==> config.mk <==
export PLATFORM = sky130hd
export DESIGN_NAME = axis_burst_arbiter
export DESIGN_NICKNAME = d
export VERILOG_FILES = /design/src/rtl/axis_arb_pkg.sv /design/src/rtl/axis_rr_picker.sv /design/src/rtl/axis_burst_arbiter.sv
export SDC_FILE = /design/constraint.sdc
export NUM_CORES = 1
export LEC_CHECK = 0
export BUFFER_PORTS_ARGS = -buffer_cell sky130_fd_sc_hd__buf_2
export CAP_MARGIN = 40
export CORE_ASPECT_RATIO = 1.4
export CORE_UTILIZATION = 38
export DETAILED_ROUTE_END_ITERATION = 12
export MAX_ROUTING_LAYER = met4
export PLACE_DENSITY = 0.93
export SLEW_MARGIN = 10
export SYNTH_ARGS = -nofsm -noshare
export SYNTH_HDL_FRONTEND = slang
export SYNTH_SLANG_ARGS = --single-unit
==> constraint.sdc <==
create_clock -name clk -period 4.6 [get_ports clk]
set_clock_uncertainty 0.05 [all_clocks]
set_input_delay 0.23 -clock clk [delete_from_list [all_inputs] [get_ports clk]]
set_output_delay 0.23 -clock clk [all_outputs]
set_load 0.1 [all_outputs]
==> src/rtl/axis_arb_pkg.sv <==
// ---------------------------------------------------------------------------
// axis_arb_pkg
//
// Shared definitions for the AXI4-Stream burst arbiter and any other arbiter
// that wants the same round-robin selection.
//
// Contents:
//   arb_state_e    - two-state scheduler FSM encoding (ARB_IDLE, ARB_XFER)
//   MAX_SRC        - widest request vector the helper functions accept
//   MAX_IDX_W      - index width matching MAX_SRC
//   rr_pick        - round-robin pick: first set request bit at or above
//                    ptr, wrapping around; returns a one-hot grant
//   onehot_to_idx  - binary index of the set bit of a one-hot vector
//
// The helpers work on the fixed MAX_SRC width. Narrower callers zero-extend
// their request vector. Request bits above the caller's source count are
// zero, so wrapping modulo MAX_SRC gives the same answer as wrapping modulo
// the caller's own source count.
// ---------------------------------------------------------------------------
package axis_arb_pkg;

    localparam int MAX_SRC   = 16;
    localparam int MAX_IDX_W = 4;

    typedef enum logic [0:0] {
        ARB_IDLE = 1'b0,
        ARB_XFER = 1'b1
    } arb_state_e;

    function automatic logic [MAX_SRC-1:0] rr_pick(
        input logic [MAX_SRC-1:0]   req,
        input logic [MAX_IDX_W-1:0] ptr
    );
        logic [MAX_SRC-1:0]   gnt;
        logic                 found;
        logic [MAX_IDX_W-1:0] idx;
        gnt   = '0;
        found = 1'b0;
        for (int i = 0; i < MAX_SRC; i++) begin
            // The index is 4 bits wide, so ptr + i wraps naturally.
            idx = ptr + MAX_IDX_W'(i);
            if (!found && req[idx]) begin
                gnt[idx] = 1'b1;
                found    = 1'b1;
            end
        end
        return gnt;
    endfunction

    function automatic logic [MAX_IDX_W-1:0] onehot_to_idx(
        input logic [MAX_SRC-1:0] oh
    );
        logic [MAX_IDX_W-1:0] idx;
        idx = '0;
        for (int i = 0; i < MAX_SRC; i++) begin
            if (oh[i]) begin
                idx = idx | MAX_IDX_W'(i);
            end
        end
        return idx;
    endfunction

endpackage

==> src/rtl/axis_rr_picker.sv <==
// ---------------------------------------------------------------------------
// axis_rr_picker
//
// Purely combinational round-robin picker. It searches upward from ptr,
// modulo NUM_SRC, and returns the first active request as a one-hot grant.
//
// Parameters:
//   NUM_SRC  number of requesters (2..16)
//   PTR_W    width of the search-start pointer
//
// Ports:
//   req    in   NUM_SRC   request vector
//   ptr    in   PTR_W     index at which the search starts (< NUM_SRC)
//   gnt    out  NUM_SRC   one-hot grant; all zeros when req == 0
//   valid  out  1         a grant is offered (at least one request)
// ---------------------------------------------------------------------------
module axis_rr_picker
    import axis_arb_pkg::*;
#(
    parameter int NUM_SRC = 4,
    parameter int PTR_W   = 2
) (
    input  logic [NUM_SRC-1:0] req,
    input  logic [PTR_W-1:0]   ptr,
    output logic [NUM_SRC-1:0] gnt,
    output logic               valid
);

    logic [MAX_SRC-1:0]   req_ext;
    logic [MAX_SRC-1:0]   gnt_ext;
    logic [MAX_IDX_W-1:0] ptr_ext;

    always_comb begin
        req_ext                = '0;
        req_ext[NUM_SRC-1:0]   = req;
        ptr_ext                = '0;
        ptr_ext[PTR_W-1:0]     = ptr;
        gnt_ext                = rr_pick(req_ext, ptr_ext);
        gnt                    = gnt_ext[NUM_SRC-1:0];
        // The upper grant bits are always zero because the matching request
        // bits are zero. Reducing the whole vector still gives "any request".
        valid                  = |gnt_ext;
    end

endmodule

==> src/rtl/axis_burst_arbiter.sv <==
// ---------------------------------------------------------------------------
// axis_burst_arbiter
//
// Round-robin scheduler that shares one AXI4-Stream master port among
// NUM_SRC stream sources. A granted source owns the port for exactly
// BURST_LEN beats. The last beat is marked with m_axis_tlast and every beat
// carries the source index on m_axis_tid. After the burst the arbiter spends
// one idle cycle re-arbitrating, starting the search at the source after the
// one just served.
//
// Handshake: a beat moves on any rising edge where valid and ready are both
// high on the same interface. While a source is granted, the master side is
// a combinational pass-through of that source: its tvalid and tdata go out,
// and the sink's tready comes back to it alone. Ungranted sources always see
// tready low. A burst is never preempted: if the granted source drops
// tvalid, the port simply idles until it returns.
//
// Parameters:
//   NUM_SRC    number of sources (2..16)
//   DATA_W     tdata width
//   BURST_LEN  beats per grant (>= 1)
//
// Ports:
//   clk            in   1               rising-edge clock
//   rst            in   1               synchronous active-high reset
//   s_axis_tdata   in   NUM_SRC*DATA_W  source k at [k*DATA_W +: DATA_W]
//   s_axis_tvalid  in   NUM_SRC         per-source valid
//   s_axis_tready  out  NUM_SRC         per-source ready
//   m_axis_tdata   out  DATA_W          data of the granted source
//   m_axis_tvalid  out  1               master valid
//   m_axis_tready  in   1               sink ready
//   m_axis_tlast   out  1               final beat of the burst
//   m_axis_tid     out  clog2(NUM_SRC)  index of the granted source
//   grant          out  NUM_SRC         one-hot grant, zero while idle
//   busy           out  1               FSM is in ARB_XFER (state debug view)
//   burst_cnt      out  NUM_SRC*16      present only with AXIS_ARB_STATS_EN:
//                                       per-source count of completed bursts,
//                                       wrapping at 16 bits
//
// Build option: define AXIS_ARB_STATS_EN to add the burst_cnt statistics.
// ---------------------------------------------------------------------------
module axis_burst_arbiter
    import axis_arb_pkg::*;
#(
    parameter int NUM_SRC   = 4,
    parameter int DATA_W    = 32,
    parameter int BURST_LEN = 16
) (
    input  logic                        clk,
    input  logic                        rst,
    input  logic [NUM_SRC*DATA_W-1:0]   s_axis_tdata,
    input  logic [NUM_SRC-1:0]          s_axis_tvalid,
    output logic [NUM_SRC-1:0]          s_axis_tready,
    output logic [DATA_W-1:0]           m_axis_tdata,
    output logic                        m_axis_tvalid,
    input  logic                        m_axis_tready,
    output logic                        m_axis_tlast,
    output logic [$clog2(NUM_SRC)-1:0]  m_axis_tid,
    output logic [NUM_SRC-1:0]          grant,
    output logic                        busy
`ifdef AXIS_ARB_STATS_EN
    ,
    output logic [NUM_SRC*16-1:0]       burst_cnt
`endif
);

    localparam int ID_W  = $clog2(NUM_SRC);
    localparam int CNT_W = $clog2(BURST_LEN + 1);

    localparam logic [CNT_W-1:0] LAST_BEAT = CNT_W'(BURST_LEN - 1);
    localparam logic [ID_W-1:0]  LAST_SRC  = ID_W'(NUM_SRC - 1);

    arb_state_e         state;
    logic [NUM_SRC-1:0] grant_q;
    logic [CNT_W-1:0]   beat_cnt;
    logic [ID_W-1:0]    rr_ptr;

    logic [NUM_SRC-1:0] pick_gnt;
    logic               pick_valid;
    logic [ID_W-1:0]    sel_idx;
    logic               in_xfer;
    logic               beat_fire;
    logic               last_beat;

    // ---------------------------------------------------------------------
    // Round-robin selection over the live requests
    // ---------------------------------------------------------------------
    axis_rr_picker #(
        .NUM_SRC (NUM_SRC),
        .PTR_W   (ID_W)
    ) u_picker (
        .req   (s_axis_tvalid),
        .ptr   (rr_ptr),
        .gnt   (pick_gnt),
        .valid (pick_valid)
    );

    // ---------------------------------------------------------------------
    // Datapath: pass-through of the granted source. grant_q is zero while
    // idle, so every masked term below falls to zero without a state check.
    // ---------------------------------------------------------------------
    always_comb begin
        sel_idx      = '0;
        m_axis_tdata = '0;
        for (int k = 0; k < NUM_SRC; k++) begin
            if (grant_q[k]) begin
                sel_idx      = sel_idx | ID_W'(k);
                m_axis_tdata = m_axis_tdata | s_axis_tdata[k*DATA_W +: DATA_W];
            end
        end
    end

    assign in_xfer       = (state == ARB_XFER);
    assign m_axis_tvalid = |(s_axis_tvalid & grant_q);
    assign s_axis_tready = grant_q & {NUM_SRC{m_axis_tready}};
    assign last_beat     = in_xfer && (beat_cnt == LAST_BEAT);
    assign beat_fire     = m_axis_tvalid & m_axis_tready;

    assign m_axis_tlast  = last_beat;
    assign m_axis_tid    = sel_idx;
    assign grant         = grant_q;
    assign busy          = in_xfer;

    // ---------------------------------------------------------------------
    // Scheduler FSM
    // ---------------------------------------------------------------------
    always_ff @(posedge clk) begin
        if (rst) begin
            state    <= ARB_IDLE;
            grant_q  <= '0;
            beat_cnt <= '0;
            rr_ptr   <= '0;
        end else begin
            case (state)
                ARB_IDLE: begin
                    // Requests are only looked at here, so a source that
                    // asserts tvalid mid-burst waits for the next idle cycle.
                    if (pick_valid) begin
                        grant_q <= pick_gnt;
                        state   <= ARB_XFER;
                    end
                end
                ARB_XFER: begin
                    // The counter only moves on accepted beats. A stalled or
                    // paused source therefore holds the burst where it is.
                    if (beat_fire) begin
                        if (last_beat) begin
                            beat_cnt <= '0;
                            grant_q  <= '0;
                            state    <= ARB_IDLE;
                            rr_ptr   <= (sel_idx == LAST_SRC) ? '0 : sel_idx + 1'b1;
                        end else begin
                            beat_cnt <= beat_cnt + 1'b1;
                        end
                    end
                end
                default: begin
                    state   <= ARB_IDLE;
                    grant_q <= '0;
                end
            endcase
        end
    end

`ifdef AXIS_ARB_STATS_EN
    // ---------------------------------------------------------------------
    // Per-source completed-burst counters. A count is taken only on the
    // tlast beat, so a burst cut short by reset never counts.
    // ---------------------------------------------------------------------
    logic [15:0] stat_q [NUM_SRC];

    always_ff @(posedge clk) begin
        if (rst) begin
            for (int k = 0; k < NUM_SRC; k++) begin
                stat_q[k] <= '0;
            end
        end else if (beat_fire && last_beat) begin
            for (int k = 0; k < NUM_SRC; k++) begin
                if (grant_q[k]) begin
                    stat_q[k] <= stat_q[k] + 16'd1;
                end
            end
        end
    end

    always_comb begin
        burst_cnt = '0;
        for (int k = 0; k < NUM_SRC; k++) begin
            burst_cnt[k*16 +: 16] = stat_q[k];
        end
    end
`endif

endmodule
==> results of run 1 <==
## cell type report
type                       instances  area (um^2)
multi-input combinational        226         1570
sequential                        12          240
clock buffer                       4         55.1
fill                             457         1920
inverter                           6         22.5
antenna                            9         22.5
tap                               64         80.1
timing repair buffer             184          933
## worst register-to-register path, cell delays in order (launching register included)
cell and delay [ps]:
dfxtp_1 610, inv_1 180, ha_1 490, mux2i_1 310, a2bb2oi_1 520, nor3b_1 100
a221o_1 270, a2111oi_1 590, nand4_1 320, o21a_1 250
## placed cells by master, fill, tap and decap left out, types with 2 or more instances in the layout
cell and count:
a21oi_1 5, nand2_1 41, o211ai_1 2, or2_2 4
and3_1 4, o21ai_0 2, xnor2_1 2, nor3_1 3
buf_2 179, dfxtp_1 12, nor2_1 13, o22a_1 2
a22oi_1 67, mux2_2 3, nor3b_1 2, nand2b_1 4
xor2_1 2, nor2b_1 4, clkbuf_8 4, inv_1 6
mux2i_1 7, diode_2 9, nor4_1 3, ha_1 9
buf_4 5, nand3_1 7, nand4_1 4, mux4_2 2
o31a_1 2, and2_1 6
## registers in the layout, summed over array words and instances, names as in the netlist
name / count
beat_cnt: 5
grant: 4
rr_ptr: 2
busy: 1
## worst paths after layout
path	start	end	slack, ps	cells past startpoint
max	rr_ptr[1]	busy	810	9
min	rst	beat_cnt[1]	230	2
max reg2reg	rr_ptr[1]	busy	810	9
min reg2reg	beat_cnt[4]	beat_cnt[4]	420	1
## kinds of logic after synthesis
kind of cell             after synthesis  share of synthesized area
AND/OR/NAND/NOR                      102                      0.271
AO/OA/AOI/OAI                         99                      0.391
XOR/XNOR                               4                     0.0182
multiplexers                          12                     0.0775
buffers and inverters                 29                     0.0579
adder cells (fa/ha/maj)                9                     0.0586
flip-flops                            12                      0.125
## through the flow
step           area (um^2)   util  total power [uW]  hold WS (ps)  setup WS [ps]
2_1_floorplan         1920      -               472           395           1140
3_3_place_gp          2850  0.588               583           403           1070
3_5_place_dp          2850  0.588               586           419            918
4_1_cts               2900  0.599               701           227            893
5_1_grt               2920  0.604               724           247            524
6_report              2920  0.604               701           234            807
## metal layers
layer  GRT usage  vias to the layer above
met5           -                        -
met4       0.118                        0
met3       0.110                       24
met2       0.474                      179
met1       0.354                     1315
li1            -                     1379
## power by group
part / leakage [uW] / total (uW) / switching, uW / internal (uW)
logic: 0.00141 / 476 / 373 / 103
registers: 0.0000975 / 111 / 3.39 / 107
clock network: 0.0000288 / 114 / 38.8 / 75.6
==> results.md, run 1 <==
* Chip height at 86.1 um
* Clk Latency, worst-skew pair at 240 ps
* Final worst path period share at 0.825
* Critical Setup Path Class: reg2reg
* Clock Path Buffers at 2
* Lkg Pwr at 0.00154 uW
* Routed Antenna Nets at 0
* Worst Tran Pin Value at 838 ps
* Grt ovf at 0
* Cell Pwr Density at 240 mW/mm^2
* Max Used Layer: met4
* Top delay family on crit path: compound AO/OA/AOI/OAI gates
* Main synth FF type: dfxtp_1
* Number of unique standard cell types used by synthesis at 55
* Post-route minimum period at 3790 ps
* Sequential-to-total area share from yosys stat at 0.125
* Cell with the most instances after synthesis: a22oi_1
* Rows at 30
* Max-slew violation count at 0
* Cts repair resizes at 0
* Setup TNS at 0 ps
* Placed cells at 492
* Post-Synthesis Cells at 267
* Post-synth EDFFs at 0
* Routed vias/inst at 5.74
* First-pass GRT wire length at 12.5 mm
* Hold buffer count at CTS at 0
* DRT met1 WL at 3.32 mm
* Crit-path slowest cell: dfxtp_1
* Area Growth Syn to Fin at 52.1%
* Placer Congestion at 1.01
* Min-Delay Path Class: in2reg
* Syn_nets at 411
* Core Area at 0.00484 mm^2
* Vias in the first global route at 2536
* Final nets at 577
* Max-Cap Viols at 0
* Post-synth top area share at 0.262
* Drt first pass iters at 5
* Largest net degree at the start of global routing at 40
* Post-DP HPWL at 6.61 mm
* Critical path, cell by cell: inv_1 -> ha_1 -> mux2i_1 -> a2bb2oi_1 -> nor3b_1 -> a221o_1 -> a2111oi_1 -> nand4_1 -> o21a_1
* Synth cell count leaders: a22oi_1 (67), nand2_1 (41), clkbuf_1 (17)
* CTS tree: yes
* WL met3 at 1.00 mm
* Ys async rst share at 0
* Synth area leaders: a22oi_1 (26%), dfxtp_1 (13%), nand2_1 (8.0%)
* Crit path buf inv count at 1
* Highest ir drop seen on vdd at 0.000160 V
* Yosys warns at 0
* Starting Density at 0.397
* Post-CTS setup buffers at 0
* Root buffer cell: clkbuf_8
* Via Count at 2897
* Share of cells above drive strength 1 at 0.465
* Avg Inst Size Synth at 7.20 um^2
* FF+latch count, synth at 12
* Fmax at 264 MHz
* Port Buffers at 179
* Routed WL at 8.44 mm
* Crit-path max FO at 15
* Crit-path max cell delay at 610 ps
* Num ports at 180
* CP Capture Type: register
* Startpoint types: register
* RSZ-0062 raised after global routing: no
* Die area at 0.00535 mm^2
* Setup violators final at 0
* Top cell type by total area after synthesis: a22oi_1
* Non-filler cells, final at 505
* Critical Path AT at 3880 ps
* DRC at 0
* Total CTS buffers at 3
* Wire per inst at 16.7 um
* Final hold violation count at 0
* DR WL met2 at 3.88 mm
* Max transition margin at 0.440
* Initial antenna violation count at 9
* Clk pin slew, worst setup/hold paths at 50 ps
* # H-tree levels at 1
* Total GRT Usage at 0.304
* CTS Sinks at 12
* Worst EP required at 4680 ps
* Die Wd at 62.1 um
* Status: complete, no violations
* 1st-iter DRT viols at 203
* Synth Cell Area at 0.00192 mm^2
Note: power is estimated with default switching activity, not from simulation.
==> run 2, diff against run 1 <==
ABC_AREA = 1   (was not set)
CORE_UTILIZATION = 39   (was 38)
clock period = 3.6 ns   (was 4.6 ns; I/O delays follow)
==> run 2 against run 1 <==
Compared with the run above: critical path depth is 7 higher; sequential power up 30%; hold slack worse by 59 ps; register-to-register slack lost 150 ps; setup slack got worse by 150 ps; die area rose by 1.7%; highest routed layer unchanged.
==> results.md, run 2 <==
* Status: complete, no violations (unchanged)
* Root buffer cell: clkbuf_8 (unchanged)
* Main synth FF type: dfxtp_1 (unchanged)
* Total GRT Usage at 0.317 (was 0.304)
* Antenna Cells at 0 (was 9)
* Cell with the most instances after synthesis: nand2_1 (was a22oi_1)
* Wire per inst at 14.2 um (was 16.7 um)
* Most frequent cells in the layout: buf_2 (179), nand2_1 (174), nand4_1 (43) (was buf_2 (179), a22oi_1 (67), nand2_1 (41))
* # H-tree levels at 1 (unchanged)
* CTS Sinks at 12 (unchanged)
* FF+latch count, synth at 12 (unchanged)
* Syn_nets at 513 (was 411)
* Sequential-to-total area share from yosys stat at 0.120 (was 0.125)
* Reg2Reg Setup Slack at 650 ps (was 810 ps)
* Max-Cap Viols at 0 (unchanged)
* Share of cells above drive strength 1 at 0.404 (was 0.465)
* Post-synth EDFFs at 0 (unchanged)
* Critical Setup Path Class: reg2reg (unchanged)
* Ys async rst share at 0 (unchanged)
* Pwr Total at 823 uW (was 701 uW)
* Post-route minimum period at 2950 ps (was 3790 ps)
* 1st-iter DRT viols at 238 (was 203)
* Vias in the first global route at 2931 (was 2536)
* RSZ-0062 raised after global routing: no (unchanged)
* Initial antenna violation count at 0 (was 9)
* Cts repair resizes at 0 (unchanged)
* Crit-path max FO at 12 (was 15)
* Die Wd at 62.6 um (was 62.1 um)
* Worst reg-to-reg path cell count at 16 (was 9)
* Avg Inst Size Synth at 5.44 um^2 (was 7.20 um^2)
* Startpoint types: register (unchanged)
* Number of unique standard cell types used by synthesis at 34 (was 55)
* Num ports at 180 (unchanged)
* Worst reg2reg endpoint: grant[2] (was busy)
* Biggest register: beat_cnt (unchanged)
* Post-DP HPWL at 6.98 mm (was 6.61 mm)
* Post-Synthesis Cells at 369 (was 267)
* Core Area at 0.00488 mm^2 (was 0.00484 mm^2)
* Routed WL at 8.56 mm (was 8.44 mm)
* Worst Setup SP: rr_ptr[0] (was rr_ptr[1])
* Fmax at 339 MHz (was 264 MHz)
* Worst EP required at 3680 ps (was 4680 ps)
* Final worst path period share at 0.818 (was 0.825)
* Crit-path slowest cell: dfxtp_1 (unchanged)
* Critical Path Stages at 16 (was 9)
* Most common cell after layout, fill and taps aside: buf_2 (unchanged)
* Synth area leaders: nand2_1 (33%), nand4_1 (13%), dfxtp_1 (12%) (was a22oi_1 (26%), dfxtp_1 (13%), nand2_1 (8.0%))
* Worst Tran Pin Value at 646 ps (was 838 ps)
* Cell mode on critical path: nand3_1
* Top delay family on crit path: simple AND/OR/NAND/NOR gates (was compound AO/OA/AOI/OAI gates)
* Via Count at 3207 (was 2897)
* Grt ovf at 0 (unchanged)
* Min-Delay Path Class: in2reg (unchanged)
* Synth cell count leaders: nand2_1 (174), nand4_1 (43), inv_1 (24) (was a22oi_1 (67), nand2_1 (41), clkbuf_1 (17))
* CTS tree: yes (unchanged)
* Post-synth top area share at 0.325 (was 0.262)
* Max-slew violation count at 0 (unchanged)
* Area Growth Syn to Fin at 48.4% (was 52.1%)
* Starting Density at 0.411 (was 0.397)
* Max transition margin at 0.569 (was 0.440)
* Reg2Reg Launch Point: rr_ptr[0] (was rr_ptr[1])
* Drt first pass iters at 5 (unchanged)
* Final Util at 0.610 (was 0.604)
* First-pass GRT wire length at 13.3 mm (was 12.5 mm)
* Rows at 30 (unchanged)
* Top cell type by total area after synthesis: nand2_1 (was a22oi_1)
* Register area at 240 um^2 (unchanged)
* Lkg Pwr at 0.00168 uW (was 0.00154 uW)
* Synth Cell Area at 0.00201 mm^2 (was 0.00192 mm^2)
* Clk pin slew, worst setup/hold paths at 60 ps (was 50 ps)
* Hold Path Cell Cnt at 2 (unchanged)
* Critical path, cell by cell: inv_6 -> ha_1 -> inv_1 -> nand3_1 -> nand3_2 -> inv_2 -> nor2_2 -> nand3_1 -> nand2_1 -> nor2_1 -> nand2_1 -> nor2_1 -> nand3_2 -> nand2_2 -> nand3_1 -> a21oi_1 (was inv_1 -> ha_1 -> mux2i_1 -> a2bb2oi_1 -> nor3b_1 -> a221o_1 -> a2111oi_1 -> nand4_1 -> o21a_1)
* Final nets at 682 (was 577)
* Port Buffers at 179 (unchanged)
* Crit path to: grant[2] (was busy)
* Total CTS buffers at 3 (unchanged)
* Setup TNS at 0 ps (unchanged)
* Max reg flops at 5 (unchanged)
* Area occupied by multi-input gates at 0.00156 mm^2 (was 0.00157 mm^2)
* Clk Latency, worst-skew pair at 240 ps (about the same)
* Clock Path Buffers at 2 (unchanged)
* Routed vias/inst at 5.34 (was 5.74)
* DRC at 0 (unchanged)
* Filler Cell Count at 499 (was 457)
* Critical Path AT at 3020 ps (was 3880 ps)
* Routed Antenna Nets at 0 (unchanged)
* CP Capture Type: register (unchanged)
* Crit-path max cell delay at 650 ps (was 610 ps)
* Setup violators final at 0 (unchanged)
* Largest net degree at the start of global routing at 36 (was 40)
* Placer Congestion at 0.995 (was 1.01)
* Post-CTS setup buffers at 0 (unchanged)
* Yosys warns at 0 (unchanged)
* Chip height at 86.9 um (was 86.1 um)
* Cell Pwr Density at 276 mW/mm^2 (was 240 mW/mm^2)
* Die area at 0.00544 mm^2 (was 0.00535 mm^2)
* Highest ir drop seen on vdd at 0.000189 V (was 0.000160 V)
* Final hold violation count at 0 (unchanged)
* Crit path buf inv count at 3 (was 1)
* Hold buffer count at CTS at 0 (unchanged)
run 2: logic make-up after synthesis:
| kind of cell | after synthesis | share of synthesized area |
|---|---|---|
| AO/OA/AOI/OAI | 24 | 0.0811 |
| adder cells (fa/ha/maj) | 9 | 0.0561 |
| buffers and inverters | 49 | 0.106 |
| flip-flops | 12 | 0.120 |
| AND/OR/NAND/NOR | 275 | 0.637 |
run 2: how the worst min path moves through the flow:
stage | start | endpoint | slack (ps)
6_report | rst | grant[0] | 170
5_1_grt | rst | grant[0] | 170
4_1_cts | rst | grant[3] | 160
3_5_place_dp | rst | grant[3] | 410
3_3_place_gp | rst | grant[0] | 400
2_1_floorplan | rst | grant[0] | 200
run 2: per-layer routing:
layer,global-route usage,share of wire
met5,-,0
met2,0.562,0.49
met1,0.378,0.39
met3,0.0209,0.080
met4,0.112,0.033
run 2: worst reg2reg max path, stage by stage (launching register included):
cell and delay [ps]:
dfxtp_1 650, inv_6 120, ha_1 400, inv_1 140, nand3_1 130, nand3_2 140, inv_2 50, nor2_2 390
nand3_1 190, nand2_1 100, nor2_1 40, nand2_1 90, nor2_1 60, nand3_2 80, nand2_2 70, nand3_1 80
a21oi_1 70
run 2: layout make-up:
class	instances	share of cell area
clock buffer	4	0.0185
tap	64	0.0269
multi-input combinational	308	0.524
timing repair buffer	183	0.311
inverter	30	0.0395
sequential	12	0.0807
run 2: stage by stage:
| stage | std cells | setup WS (ps) | instance area (um^2) | hold slack (ps) |
|---|---|---|---|---|
| 2_1_floorplan | 369 | 226 | 2010 | 199 |
| 3_3_place_gp | 597 | 872 | 2920 | 402 |
| 3_5_place_dp | 597 | 727 | 2920 | 407 |
| 4_1_cts | 601 | 708 | 2980 | 159 |
| 5_1_grt | 601 | 445 | 2980 | 171 |
| 6_report | 601 | 654 | 2980 | 175 |
run 2: power by group:
part           internal (uW)  switching, uW  total [uW]  leakage, uW
logic                    112            420         531      0.00155
clock network           96.7           51.0         148    0.0000288
registers                137           7.17         144    0.0000975
==> run 3, diff against run 2 <==
CORE_UTILIZATION = 35   (was 39)
PLACE_DENSITY = 0.89   (was 0.93)
clock period = 2.6 ns   (was 3.6 ns; I/O delays follow)
==> run 3 against run 2 <==
Compared with the run above: hold slack worse by 82 ps; count of clock-buffer cells in the layout unchanged; setup slack worse by 410 ps; sequential share of layout area about the same; clock power is 39% higher.
==> results.md, run 3 (synthesis results as in run 2) <==
* Die Wd at 66 um (was 62.6 um)
* Routed Antenna Nets at 0 (unchanged)
* Hold buffer count at CTS at 0 (unchanged)
* Clock Path Buffers at 2 (unchanged)
* Area Growth Syn to Fin at 52.2% (was 48.4%)
* Min-Delay Path Class: in2reg (unchanged)
* Critical Path AT at 2470 ps (was 3020 ps)
* Clk pwr share at 0.180 (was 0.179)
* Setup TNS at 0 ps (unchanged)
* First-pass GRT wire length at 13.4 mm (was 13.3 mm)
* Core Area at 0.00553 mm^2 (was 0.00488 mm^2)
* Final worst path period share at 0.908 (was 0.818)
* Status: complete, no violations (unchanged)
* Grt ovf at 0 (unchanged)
* CTS Sinks at 12 (unchanged)
* Clk pin slew, worst setup/hold paths at 50 ps (was 60 ps)
* Crit-path max FO at 10 (was 12)
* Root buffer cell: clkbuf_8 (unchanged)
* Psw at 662 uW (was 478 uW)
* Rows at 32 (was 30)
* CTS tree: yes (unchanged)
* Fmax at 424 MHz (was 339 MHz)
* Max transition margin at 0.661 (was 0.569)
* Chip height at 91.6 um (was 86.9 um)
* RSZ-0062 raised after global routing: no (unchanged)
* Highest ir drop seen on vdd at 0.000259 V (was 0.000189 V)
* Most frequent cells in the layout: buf_2 (179), nand2_1 (174), nand4_1 (43) (unchanged)
* 1st-iter DRT viols at 169 (was 238)
* Via Count at 3139 (was 3207)
* Final nets at 688 (was 682)
* Die area at 0.00605 mm^2 (was 0.00544 mm^2)
* Num ports at 180 (unchanged)
* Port Buffers at 179 (unchanged)
* Max-Cap Viols at 0 (unchanged)
* Critical Setup Path Class: reg2reg (unchanged)
* Clk Latency, worst-skew pair at 250 ps (was 240 ps)
* Placer Congestion at 0.909 (was 0.995)
* Vias in the first global route at 2957 (was 2931)
* Lkg Pwr at 0.00170 uW (was 0.00168 uW)
* Total GRT Usage at 0.290 (was 0.317)
* Max-slew violation count at 0 (unchanged)
* DRC at 0 (unchanged)
* Seq pwr share at 0.183 (was 0.175)
* Combinational share of power at 0.637 (was 0.646)
* Wire per inst at 13.7 um (was 14.2 um)
* Filler Cell Count at 560 (was 499)
* Drt first pass iters at 5 (unchanged)
* Initial antenna violation count at 0 (unchanged)
* # H-tree levels at 1 (unchanged)
* Routed WL at 8.40 mm (was 8.56 mm)
* Cell internal pwr at 480 uW (was 345 uW)
* Pwr Total at 1140 uW (was 823 uW)
* Worst Tran Pin Value at 513 ps (was 646 ps)
* Share of cells above drive strength 1 at 0.427 (was 0.404)
* Post-route minimum period at 2360 ps (was 2950 ps)
* Routed vias/inst at 5.13 (was 5.34)
* Setup violators final at 0 (unchanged)
* Most common cell after layout, fill and taps aside: buf_2 (unchanged)
* Largest net degree at the start of global routing at 22 (was 36)
* Biggest register: beat_cnt (unchanged)
* Area occupied by multi-input gates at 0.00158 mm^2 (was 0.00156 mm^2)
* Starting Density at 0.363 (was 0.411)
* CP Capture Type: register (unchanged)
* Register area at 248 um^2 (was 240 um^2)
* Max reg flops at 5 (unchanged)
* Final hold violation count at 0 (unchanged)
* Total CTS buffers at 3 (unchanged)
* Startpoint types: register (unchanged)
* Switching Share at 0.580 (about the same)
* Worst EP required at 2710 ps (was 3680 ps)
* Post-DP HPWL at 6.83 mm (was 6.98 mm)
* Cell Pwr Density at 374 mW/mm^2 (was 276 mW/mm^2)
## run 3: metrics by stage
step,hold slack [ps],cell area [um^2],utilization,std cells,setup slack (ps)
floorplan,142,2020,-,369,152
global placement,329,2980,0.539,606,150
detailed placement,340,2980,0.539,606,51.4
CTS,81.8,3030,0.549,610,53.4
global route,104,3050,0.553,611,7.93
finish,93.5,3060,0.553,612,239
## run 3: area by class of cell
| type | instances | area share |
|---|---|---|
| sequential | 12 | 0.0811 |
| antenna | 1 | 0.000819 |
| timing repair buffer | 188 | 0.315 |
| clock buffer | 4 | 0.0180 |
| tap | 68 | 0.0278 |
| inverter | 30 | 0.0385 |
| multi-input combinational | 309 | 0.518 |
## run 3: critical path, stage by stage (launching register included)
cell and delay [ps]:
dfxtp_2 360, inv_6 70, ha_2 370, inv_1 90
nand3_1 120, nand3_2 130, inv_2 130, nor2_4 60
nand3_1 90, nand2_1 60, nor2_1 80, nand2_1 80
nor2_1 140, nand3_2 110, nand2_2 100, nand3_1 70
a21oi_1 160
## run 3: metal layers
metal | vias up | track usage | wire length (um)
met5 | - | - | 0
met4 | 0 | 0.0993 | 147
met3 | 15 | 0.0339 | 795
met2 | 178 | 0.498 | 4230
met1 | 1376 | 0.341 | 3230
li1 | 1570 | - | -
## run 3: repair_timing
action                     CTS  global route
setup buffers                0             0
gates resized for setup      0             4
setup endpoints to repair    0             5
## run 3: worst paths after layout
kind | startpoint | to | slack [ps] | cells past startpoint
hold / removal | rst | grant[0] | 90 | 2
hold reg to reg | beat_cnt[3] | beat_cnt[3] | 450 | 2
setup reg to reg | rr_ptr[0] | grant[2] | 240 | 16
setup / recovery | rr_ptr[0] | grant[2] | 240 | 16
## run 3: power by group through the flow
stage | combinational (uW) | clock, uW | sequential, uW
2_1_floorplan | 520 | 0 | 227
3_3_place_gp | 720 | 0 | 212
3_5_place_dp | 724 | 0 | 213
4_1_cts | 726 | 207 | 209
5_1_grt | 761 | 216 | 211
6_report | 728 | 205 | 209
